===== src/rtl/forwarding_hazard_unit_pkg.sv =====
// Shared definitions for the EX forwarding / load-use hazard unit and the EX operand muxes.
package forwarding_hazard_unit_pkg;

    localparam int REG_ADDR_W = 5;

    localparam logic [1:0] FWD_REG = 2'b00;
    localparam logic [1:0] FWD_MEM = 2'b01;
    localparam logic [1:0] FWD_WB  = 2'b10;

    typedef enum logic {
        ST_RUN   = 1'b0,
        ST_STALL = 1'b1
    } state_e;

endpackage


===== src/rtl/forwarding_hazard_unit_if.sv =====
// ID/EX-side signals of the forwarding/hazard unit; the pipeline is master, the unit is slave.
interface forwarding_hazard_unit_if #(
    parameter int REG_ADDR_W = forwarding_hazard_unit_pkg::REG_ADDR_W,
    parameter int CNT_W      = 32
);
    logic                  i_enable;
    logic                  i_flush;
    logic [REG_ADDR_W-1:0] i_rs_id;
    logic [REG_ADDR_W-1:0] i_rt_id;
    logic                  i_use_rt_id;
    logic [REG_ADDR_W-1:0] i_rd_rt_ex;
    logic                  i_regwrite_ex;
    logic                  i_memread_ex;
    logic [1:0]            o_cortocircuitoA;
    logic [1:0]            o_cortocircuitoB;
    logic                  o_stall;
    logic                  o_bubble;
    logic [CNT_W-1:0]      o_stall_count;

    modport master (
        output i_enable, i_flush, i_rs_id, i_rt_id, i_use_rt_id,
               i_rd_rt_ex, i_regwrite_ex, i_memread_ex,
        input  o_cortocircuitoA, o_cortocircuitoB, o_stall, o_bubble, o_stall_count
    );

    modport slave (
        input  i_enable, i_flush, i_rs_id, i_rt_id, i_use_rt_id,
               i_rd_rt_ex, i_regwrite_ex, i_memread_ex,
        output o_cortocircuitoA, o_cortocircuitoB, o_stall, o_bubble, o_stall_count
    );
endinterface


===== src/rtl/forwarding_hazard_unit_fwd_select.sv =====
// Forwarding select for one ID source operand against the shadow EX and MEM destinations.
module fwd_select #(
    parameter int ADDR_W = forwarding_hazard_unit_pkg::REG_ADDR_W
) (
    input  logic [ADDR_W-1:0] x,
    input  logic [ADDR_W-1:0] ex_dst,
    input  logic              ex_wr,
    input  logic              ex_memread,
    input  logic [ADDR_W-1:0] mem_dst,
    input  logic              mem_wr,
    output logic [1:0]        sel
);
    import forwarding_hazard_unit_pkg::*;

    // A load in EX has no ALU result to forward; the stall path handles it instead.
    always_comb begin
        sel = FWD_REG;
        if (ex_wr && !ex_memread && (x != '0) && (ex_dst == x)) begin
            sel = FWD_MEM;
        end else if (mem_wr && (x != '0) && (mem_dst == x)) begin
            sel = FWD_WB;
        end
    end
endmodule


===== src/rtl/forwarding_hazard_unit.sv =====
// Registered EX forwarding selects plus single-cycle load-use stall/bubble generation.
module forwarding_hazard_unit #(
    parameter int REG_ADDR_W = forwarding_hazard_unit_pkg::REG_ADDR_W,
    parameter int CNT_W      = 32
) (
    input  logic                     i_clock,
    input  logic                     i_reset,
    forwarding_hazard_unit_if.slave  bus
);
    import forwarding_hazard_unit_pkg::*;

    state_e                state_q, state_d;
    logic [REG_ADDR_W-1:0] mem_dst_q, mem_dst_d;
    logic                  mem_wr_q, mem_wr_d;
    logic [REG_ADDR_W-1:0] wb_dst_q, wb_dst_d;
    logic                  wb_wr_q, wb_wr_d;
    logic [1:0]            sel_a_q, sel_a_d;
    logic [1:0]            sel_b_q, sel_b_d;
    logic [CNT_W-1:0]      cnt_q, cnt_d;

    logic       hazard;
    logic       stall;
    logic [1:0] sel_a_c;
    logic [1:0] sel_b_c;

    fwd_select #(.ADDR_W(REG_ADDR_W)) u_sel_a (
        .x(bus.i_rs_id), .ex_dst(bus.i_rd_rt_ex), .ex_wr(bus.i_regwrite_ex),
        .ex_memread(bus.i_memread_ex), .mem_dst(mem_dst_q), .mem_wr(mem_wr_q),
        .sel(sel_a_c)
    );

    fwd_select #(.ADDR_W(REG_ADDR_W)) u_sel_b (
        .x(bus.i_rt_id), .ex_dst(bus.i_rd_rt_ex), .ex_wr(bus.i_regwrite_ex),
        .ex_memread(bus.i_memread_ex), .mem_dst(mem_dst_q), .mem_wr(mem_wr_q),
        .sel(sel_b_c)
    );

    // Only one stall per load: the STALL state masks a hazard that is still visible.
    always_comb begin
        hazard = bus.i_memread_ex && bus.i_regwrite_ex && (bus.i_rd_rt_ex != '0) &&
                 ((bus.i_rd_rt_ex == bus.i_rs_id) ||
                  (bus.i_use_rt_id && (bus.i_rd_rt_ex == bus.i_rt_id)));
        stall  = hazard && (state_q == ST_RUN) && !bus.i_flush && !i_reset;
    end

    always_comb begin
        state_d   = state_q;
        mem_dst_d = mem_dst_q;
        mem_wr_d  = mem_wr_q;
        wb_dst_d  = wb_dst_q;
        wb_wr_d   = wb_wr_q;
        sel_a_d   = sel_a_q;
        sel_b_d   = sel_b_q;
        cnt_d     = cnt_q;
        if (bus.i_enable) begin
            mem_dst_d = bus.i_rd_rt_ex;
            mem_wr_d  = bus.i_regwrite_ex;
            wb_dst_d  = mem_dst_q;
            wb_wr_d   = mem_wr_q;
            sel_a_d   = (bus.i_flush || stall) ? FWD_REG : sel_a_c;
            sel_b_d   = (bus.i_flush || stall) ? FWD_REG : sel_b_c;
            case (state_q)
                ST_RUN:   state_d = stall ? ST_STALL : ST_RUN;
                default:  state_d = ST_RUN;
            endcase
            if (stall && (cnt_q != '1)) begin
                cnt_d = cnt_q + CNT_W'(1);
            end
        end
    end

    always_ff @(posedge i_clock) begin
        if (i_reset) begin
            state_q   <= ST_RUN;
            mem_dst_q <= '0;
            mem_wr_q  <= 1'b0;
            wb_dst_q  <= '0;
            wb_wr_q   <= 1'b0;
            sel_a_q   <= FWD_REG;
            sel_b_q   <= FWD_REG;
            cnt_q     <= '0;
        end else begin
            state_q   <= state_d;
            mem_dst_q <= mem_dst_d;
            mem_wr_q  <= mem_wr_d;
            wb_dst_q  <= wb_dst_d;
            wb_wr_q   <= wb_wr_d;
            sel_a_q   <= sel_a_d;
            sel_b_q   <= sel_b_d;
            cnt_q     <= cnt_d;
        end
    end

    assign bus.o_cortocircuitoA = sel_a_q;
    assign bus.o_cortocircuitoB = sel_b_q;
    assign bus.o_stall          = stall;
    assign bus.o_bubble         = stall;
    assign bus.o_stall_count    = cnt_q;
endmodule

===== src/flat_wrapper.sv =====
// flat-port wrapper written by rule: the top's interface ports become plain ports
module forwarding_hazard_unit_flat import forwarding_hazard_unit_pkg::*;
#(
    parameter int REG_ADDR_W = forwarding_hazard_unit_pkg::REG_ADDR_W,
    parameter int CNT_W      = 32
)
  (i_clock, i_reset, bus_i_enable, bus_i_flush, bus_i_rs_id, bus_i_rt_id, bus_i_use_rt_id, bus_i_rd_rt_ex, bus_i_regwrite_ex, bus_i_memread_ex, bus_o_cortocircuitoA, bus_o_cortocircuitoB, bus_o_stall, bus_o_bubble, bus_o_stall_count);
  forwarding_hazard_unit_if #(.REG_ADDR_W(REG_ADDR_W), .CNT_W(CNT_W)) bus_i ();
  input  logic i_clock;
  input  logic i_reset;
  input wire logic [$bits(bus_i.i_enable)-1:0] bus_i_enable;
  input wire logic [$bits(bus_i.i_flush)-1:0] bus_i_flush;
  input wire logic [$bits(bus_i.i_rs_id)-1:0] bus_i_rs_id;
  input wire logic [$bits(bus_i.i_rt_id)-1:0] bus_i_rt_id;
  input wire logic [$bits(bus_i.i_use_rt_id)-1:0] bus_i_use_rt_id;
  input wire logic [$bits(bus_i.i_rd_rt_ex)-1:0] bus_i_rd_rt_ex;
  input wire logic [$bits(bus_i.i_regwrite_ex)-1:0] bus_i_regwrite_ex;
  input wire logic [$bits(bus_i.i_memread_ex)-1:0] bus_i_memread_ex;
  output wire logic [$bits(bus_i.o_cortocircuitoA)-1:0] bus_o_cortocircuitoA;
  output wire logic [$bits(bus_i.o_cortocircuitoB)-1:0] bus_o_cortocircuitoB;
  output wire logic [$bits(bus_i.o_stall)-1:0] bus_o_stall;
  output wire logic [$bits(bus_i.o_bubble)-1:0] bus_o_bubble;
  output wire logic [$bits(bus_i.o_stall_count)-1:0] bus_o_stall_count;
  assign bus_i.i_enable = bus_i_enable;
  assign bus_i.i_flush = bus_i_flush;
  assign bus_i.i_rs_id = bus_i_rs_id;
  assign bus_i.i_rt_id = bus_i_rt_id;
  assign bus_i.i_use_rt_id = bus_i_use_rt_id;
  assign bus_i.i_rd_rt_ex = bus_i_rd_rt_ex;
  assign bus_i.i_regwrite_ex = bus_i_regwrite_ex;
  assign bus_i.i_memread_ex = bus_i_memread_ex;
  assign bus_o_cortocircuitoA = bus_i.o_cortocircuitoA;
  assign bus_o_cortocircuitoB = bus_i.o_cortocircuitoB;
  assign bus_o_stall = bus_i.o_stall;
  assign bus_o_bubble = bus_i.o_bubble;
  assign bus_o_stall_count = bus_i.o_stall_count;
  forwarding_hazard_unit #(.REG_ADDR_W(REG_ADDR_W), .CNT_W(CNT_W)) u_core (.i_clock(i_clock), .i_reset(i_reset), .bus(bus_i));
endmodule

===== config.mk =====
export PLATFORM = sky130hd
export DESIGN_NAME = forwarding_hazard_unit_flat
export DESIGN_NICKNAME = d
export VERILOG_FILES = /design/src/rtl/forwarding_hazard_unit_pkg.sv /design/src/rtl/forwarding_hazard_unit_if.sv /design/src/rtl/forwarding_hazard_unit_fwd_select.sv /design/src/rtl/forwarding_hazard_unit.sv /design/src/flat_wrapper.sv
export SDC_FILE = /design/constraint.sdc
export NUM_CORES = 1
export LEC_CHECK = 0
export ABC_CLOCK_PERIOD_IN_PS = 5200
export BUFFER_PORTS_ARGS = -buffer_cell sky130_fd_sc_hd__buf_2
export CAP_MARGIN = 10
export CORE_UTILIZATION = 37
export CTS_CLUSTER_SIZE = 16
export DETAILED_ROUTE_END_ITERATION = 8
export PLACE_DENSITY_LB_ADDON = 0.12
export SETUP_SLACK_MARGIN = 0.15
export SLEW_MARGIN = 20
export SYNTH_ARGS = -nofsm -noshare
export SYNTH_HDL_FRONTEND = slang
export SYNTH_SLANG_ARGS = --single-unit

===== constraint.sdc =====
create_clock -name i_clock -period 5.2 [get_ports i_clock]
set_input_delay 0.78 -clock i_clock [delete_from_list [all_inputs] [get_ports i_clock]]
set_output_delay 0.78 -clock i_clock [all_outputs]
set_load 0.02 [all_outputs]

# After elaboration in Yosys (flattened, before gate mapping)

Cells that the tools add are included.
Widths: inputs -> output; s select.

Add/sub/neg operators: 1
Equality and inequality tests: 5
Muxes and demuxes: 8
Bitwise logic cells: 1
Reductions and logical operators: 26

Operators by type and width:

| operator              | number |
|---|---|
| $add 32x1->32 const B | 1 |
| $ne 32x32->1 const B  | 1 |
| $eq 5x5->1            | 4 |
| $logic_and 1x1->1     | 17 |
| $reduce_bool 5->1     | 3 |
| $mux 2                | 6 |
| $logic_not 1->1       | 3 |
| $logic_or 1x1->1      | 2 |
| $mux 1                | 2 |
| $reduce_and 2->1      | 1 |
| $not 1->1             | 1 |

Register bits after elaboration: 43
Input bits: 22
Word-level logic and storage cells: 47

# Longest topological paths before layout

Depth after elaboration: 9
Mapped depth: 9

# By module

Synthesis repeated with hierarchy kept, for this count alone.

Cells, all modules: 308
Area total of the unflattened synthesis: 2558.7 um2

By module, submodules not included:

| module                 | instances | cells an instance | area an instance (um2) |
|---|---|---|---|
| forwarding_hazard_unit | 1         | 272               | 2263.4 |
| fwd_select             | 2         | 18                | 147.6 |

# Worst setup path after synthesis

Ideal clock, no wire load.

Path kind: input -> output
From: input port bus_i_flush
To: output port bus_o_stall
Data arrival time: 1.936 ns
Data required time: 4.420 ns
Setup slack: 2.484 ns
Cell stages on the path: 4
Path buffers: 1
Path through: or4_4 -> a21oi_4 -> o21a_1 -> buf_4

Cells in the longest elaborated chain, start to end: 3

Ends and longest elaborated chain:

| item                           | line                         | source |
|---|---|---|
| start: declaration             | flat_wrapper.sv:12           | `input wire logic [$bits(bus_i.i_flush)-1:0] bus_i_flush;` |
| $logic_not 1->1                | forwarding_hazard_unit.sv:43 | `stall = hazard && (state_q == ST_RUN) && !bus.i_flush && !i_reset;` |
| $logic_and 1x1->1 (2 in a row) | forwarding_hazard_unit.sv:43 |  |
| end: declaration               | flat_wrapper.sv:21           | `output wire logic [$bits(bus_i.o_stall)-1:0] bus_o_stall;` |

No other way between the ends.

# Worst setup path in the final report

From: input port i_reset
To: output port bus_o_stall

Cells in the longest elaborated chain, start to end: 2

Ends and longest elaborated chain:

| item               | line                         | source |
|---|---|---|
| start: declaration | flat_wrapper.sv:10           | `input logic i_reset;` |
| $logic_not 1->1    | forwarding_hazard_unit.sv:43 |  |
| $logic_and 1x1->1  | forwarding_hazard_unit.sv:43 |  |

No other way between the ends.

==> impl_metrics.tcl <==
set metrics [dict create \
    maxCapViolations 0 \
    synthCells 297 \
    peakVddDrop_mv 0.1564 \
    hold_slack_ps 463.8 \
    initial_core_util 0.3864 \
    vias_per_cell 5.631 \
    clock-sinks 43 \
    switchingPower_w 0.0001600 \
    wl_per_cell_microns 14.43 \
    syn_avg_cell_area_sq_um 8.308 \
    synth_enable_flop_cells 0 \
    synth_top_family_by_area "simple AND/OR/NAND/NOR gates" \
    drt_first_pass_iters 6 \
    antenna_cells 0 \
    cts_root_buffer "clkbuf_8" \
    setup_violations 0 \
    synth_compound_area_frac 0.1724 \
    synth_area_sq_um 2467 \
    max_freq_mhz 320.6 \
    setup_tns_ps 0 \
    grt_usage 0.1830 \
    grt_max_degree 56 \
    die_w_microns 83.66 \
    swShare 0.2622 \
    layout.nets 370 \
    syn2layout_area_growth_pct 16.78 \
    post_cts_buffers 0 \
    ys_async_sr_fraction 0 \
    required_ps 4420 \
    yosys.area_share.simple 0.3174 \
    synthAdderAreaFrac 0.005071 \
    finalCritPeriodShare 0.5998 \
    vias 2393 \
    synth_seq_cells 43 \
    h-tree-depth 2 \
    totalWireLength_mm 6.131 \
    seq_area_frac_synth 0.3489 \
    grt_overflow_total 0 \
    syn_nets 320 \
    p_comb_frac 0.085 \
    critPathKind "in -> out" \
    num_io_pins 60 \
    cp_max_fo 50 \
    slew_headroom 0.3995 \
    ant_nets 0 \
    ys.warnings.count 0 \
    clkPwrFrac 0.366 \
    cts_buffer_depth 2 \
    rsz0062_at_grt "false" \
    status "finished, final reports clean" \
    muxShareOfSynthArea 0.04716 \
    ys_types 45 \
    port_buffers 59 \
    dieArea_sq_um 6999 \
    tightest_slew_ps 900.7 \
    fin_util 0.4512 \
    post_cts_resized 0 \
    drt_iter0_markers 106 \
    detailed_place_hpwl_mm 4.257 \
    clkLatencyLatePin_ps 300 \
    grt_pass1_vias 2232 \
    die_h_microns 83.66 \
    gp_congestion 0.7827 \
    pwr-share-seq 0.549 \
    core_region_area_sq_um 6386 \
    start_kind "primary input" \
    synthXorXnorAreaFrac 0.07099 \
    cts.clk_slew.worst_paths_ps 90 \
    placed_cells 417 \
    grt_first_pass_wirelength_mm 10.54 \
    cts_buffers 5 \
    cp-end-kind "output pin" \
    drc 0 \
    fp-row-count 29 \
    stdcell_count 425 \
    hold_depth 2 \
    fillers 673 \
    tritoncts "yes" \
    grt_antenna_before_repair 0 \
    post-route-min-period_ps 3119 \
    holdBufCountCts 0 \
    p_per_area_nw_per_um2 211.7 \
    hold_path_class "reg -> reg" \
    skew_ps 9.428 \
    worst-endpoint-arrival_ps 2340 \
    p_leak_nw 1.087 \
    r2r_cells 6 \
    internal-power_w 0.0004501 \
    slew_violations 0 \
    hold_viol 0 \
    drive_above_1_share 0.2414 \
    synth_ff_type "dfxtp_1" \
    totalPowerFinal_w 0.0006102 \
]
==> power groups by stage <==
stage,Clock (W),Sequential (W),Combinational [W]
after global placement,0,0.000343,0.0000520
final,0.000223,0.000335,0.0000520
after detailed placement,0,0.000343,0.0000523
after floorplan,0,0.000342,0.0000321
after global routing,0.000248,0.000335,0.0000581
after CTS,0.000234,0.000335,0.0000526
==> layout make-up <==
| class | instances | area (sq um) | area share |
|---|---|---|---|
| clock buffers | 5 | 68.82 | 0.02388 |
| clock inverters | 3 | 23.77 | 0.008250 |
| inverters | 4 | 15.01 | 0.005211 |
| multi-input cells | 233 | 1514 | 0.5254 |
| flip-flops and latches | 43 | 860.8 | 0.2987 |
| well taps | 77 | 96.34 | 0.03343 |
| repair buffers | 60 | 302.8 | 0.1051 |
==> cell families (layout without fill, tap and decap cells) <==
group | count (synthesis) | after routing
compound gates | 66 | 66
xor+xnor | 20 | 20
fa+ha+maj | 1 | 1
buf+inv | 21 | 72
flops | 43 | 43
mux | 11 | 11
simple gates | 135 | 135
==> final timing paths <==
check / from / to / slack, ps
worst max-delay path: i_reset / bus_o_stall / 2080
worst min-delay path: u_core.bus.o_cortocircuitoB[0] / u_core.bus.o_cortocircuitoB[0] / 460
worst max register to register: u_core.bus.o_stall_count[0] / u_core.bus.o_stall_count[5] / 2530
worst min register to register: u_core.bus.o_cortocircuitoB[0] / u_core.bus.o_cortocircuitoB[0] / 460
==> Yosys cell counts (4+ instances only) <==
cell type | count | area (sq um)
a21oi_1 | 32 | 160.2
clkbuf_1 | 8 | 30.03
dfxtp_1 | 43 | 860.8
inv_1 | 4 | 15.01
mux2i_1 | 6 | 60.06
nand2_1 | 22 | 82.58
nand3_1 | 16 | 80.08
nand4_1 | 16 | 100.1
nor2_1 | 26 | 97.59
nor3_1 | 8 | 40.04
nor4_1 | 4 | 25.02
o21ai_0 | 10 | 50.05
o31ai_1 | 12 | 90.09
o41ai_1 | 6 | 52.55
or3_1 | 10 | 62.56
or4_1 | 13 | 97.59
xnor2_1 | 16 | 140.1
xor2_1 | 4 | 35.03
==> through the flow <==
| stage | area [sq um] | setup WS, ps |
|---|---|---|
| after floorplan | 2467 | 2484 |
| after global placement | 2788 | 2025 |
| after detailed placement | 2788 | 2001 |
| after CTS | 2880 | 2049 |
| after global routing | 2882 | 1982 |
| final | 2882 | 2081 |
==> sequential cells by signal (all words and copies together), names as in the netlist <==
name / count
u_core.mem_dst_q: 5
u_core.state_q: 1
u_core.mem_wr_q: 1
u_core.bus.o_cortocircuitoA: 2
u_core.bus.o_cortocircuitoB: 2
u_core.bus.o_stall_count: 32
==> critical path, stage by stage <==
cell	delay [ps]
buf_2	380
or4_4	620
a21oi_4	170
o21a_1	200
buf_2	180
==> layer usage <==
| metal | vias to the layer above | global-route usage | wire length (microns) |
|---|---|---|---|
| met5 | - | 0 | 0 |
| met4 | 0 | 0.05547 | 67 |
| met3 | 6 | 0.03462 | 243 |
| li1 | 1217 | - | - |
| met1 | 1119 | 0.2525 | 3043 |
| met2 | 51 | 0.2890 | 2776 |
==> cell usage in the layout (no fill, tap or decap), types with 3 or more instances in the layout <==
| cell type | synthesis | layout |
|---|---|---|
| nor3_1 | 8 | 8 |
| o41ai_1 | 6 | 6 |
| mux2i_1 | 6 | 6 |
| xnor2_1 | 16 | 16 |
| inv_1 | 4 | 4 |
| or3_1 | 10 | 10 |
| buf_2 | 3 | 59 |
| clkbuf_8 | 0 | 5 |
| a21oi_1 | 32 | 32 |
| nor2_1 | 26 | 26 |
| o21ai_0 | 10 | 10 |
| dfxtp_1 | 43 | 43 |
| mux2_1 | 3 | 3 |
| nand4b_1 | 3 | 3 |
| or4_1 | 13 | 13 |
| nand4_1 | 16 | 16 |
| nor2b_1 | 3 | 3 |
| xor2_1 | 4 | 4 |
| nor4_1 | 4 | 4 |
| nand3_1 | 16 | 16 |
| o31ai_1 | 12 | 12 |
| nand2_1 | 22 | 22 |
Power figures use the tool's default switching activity.
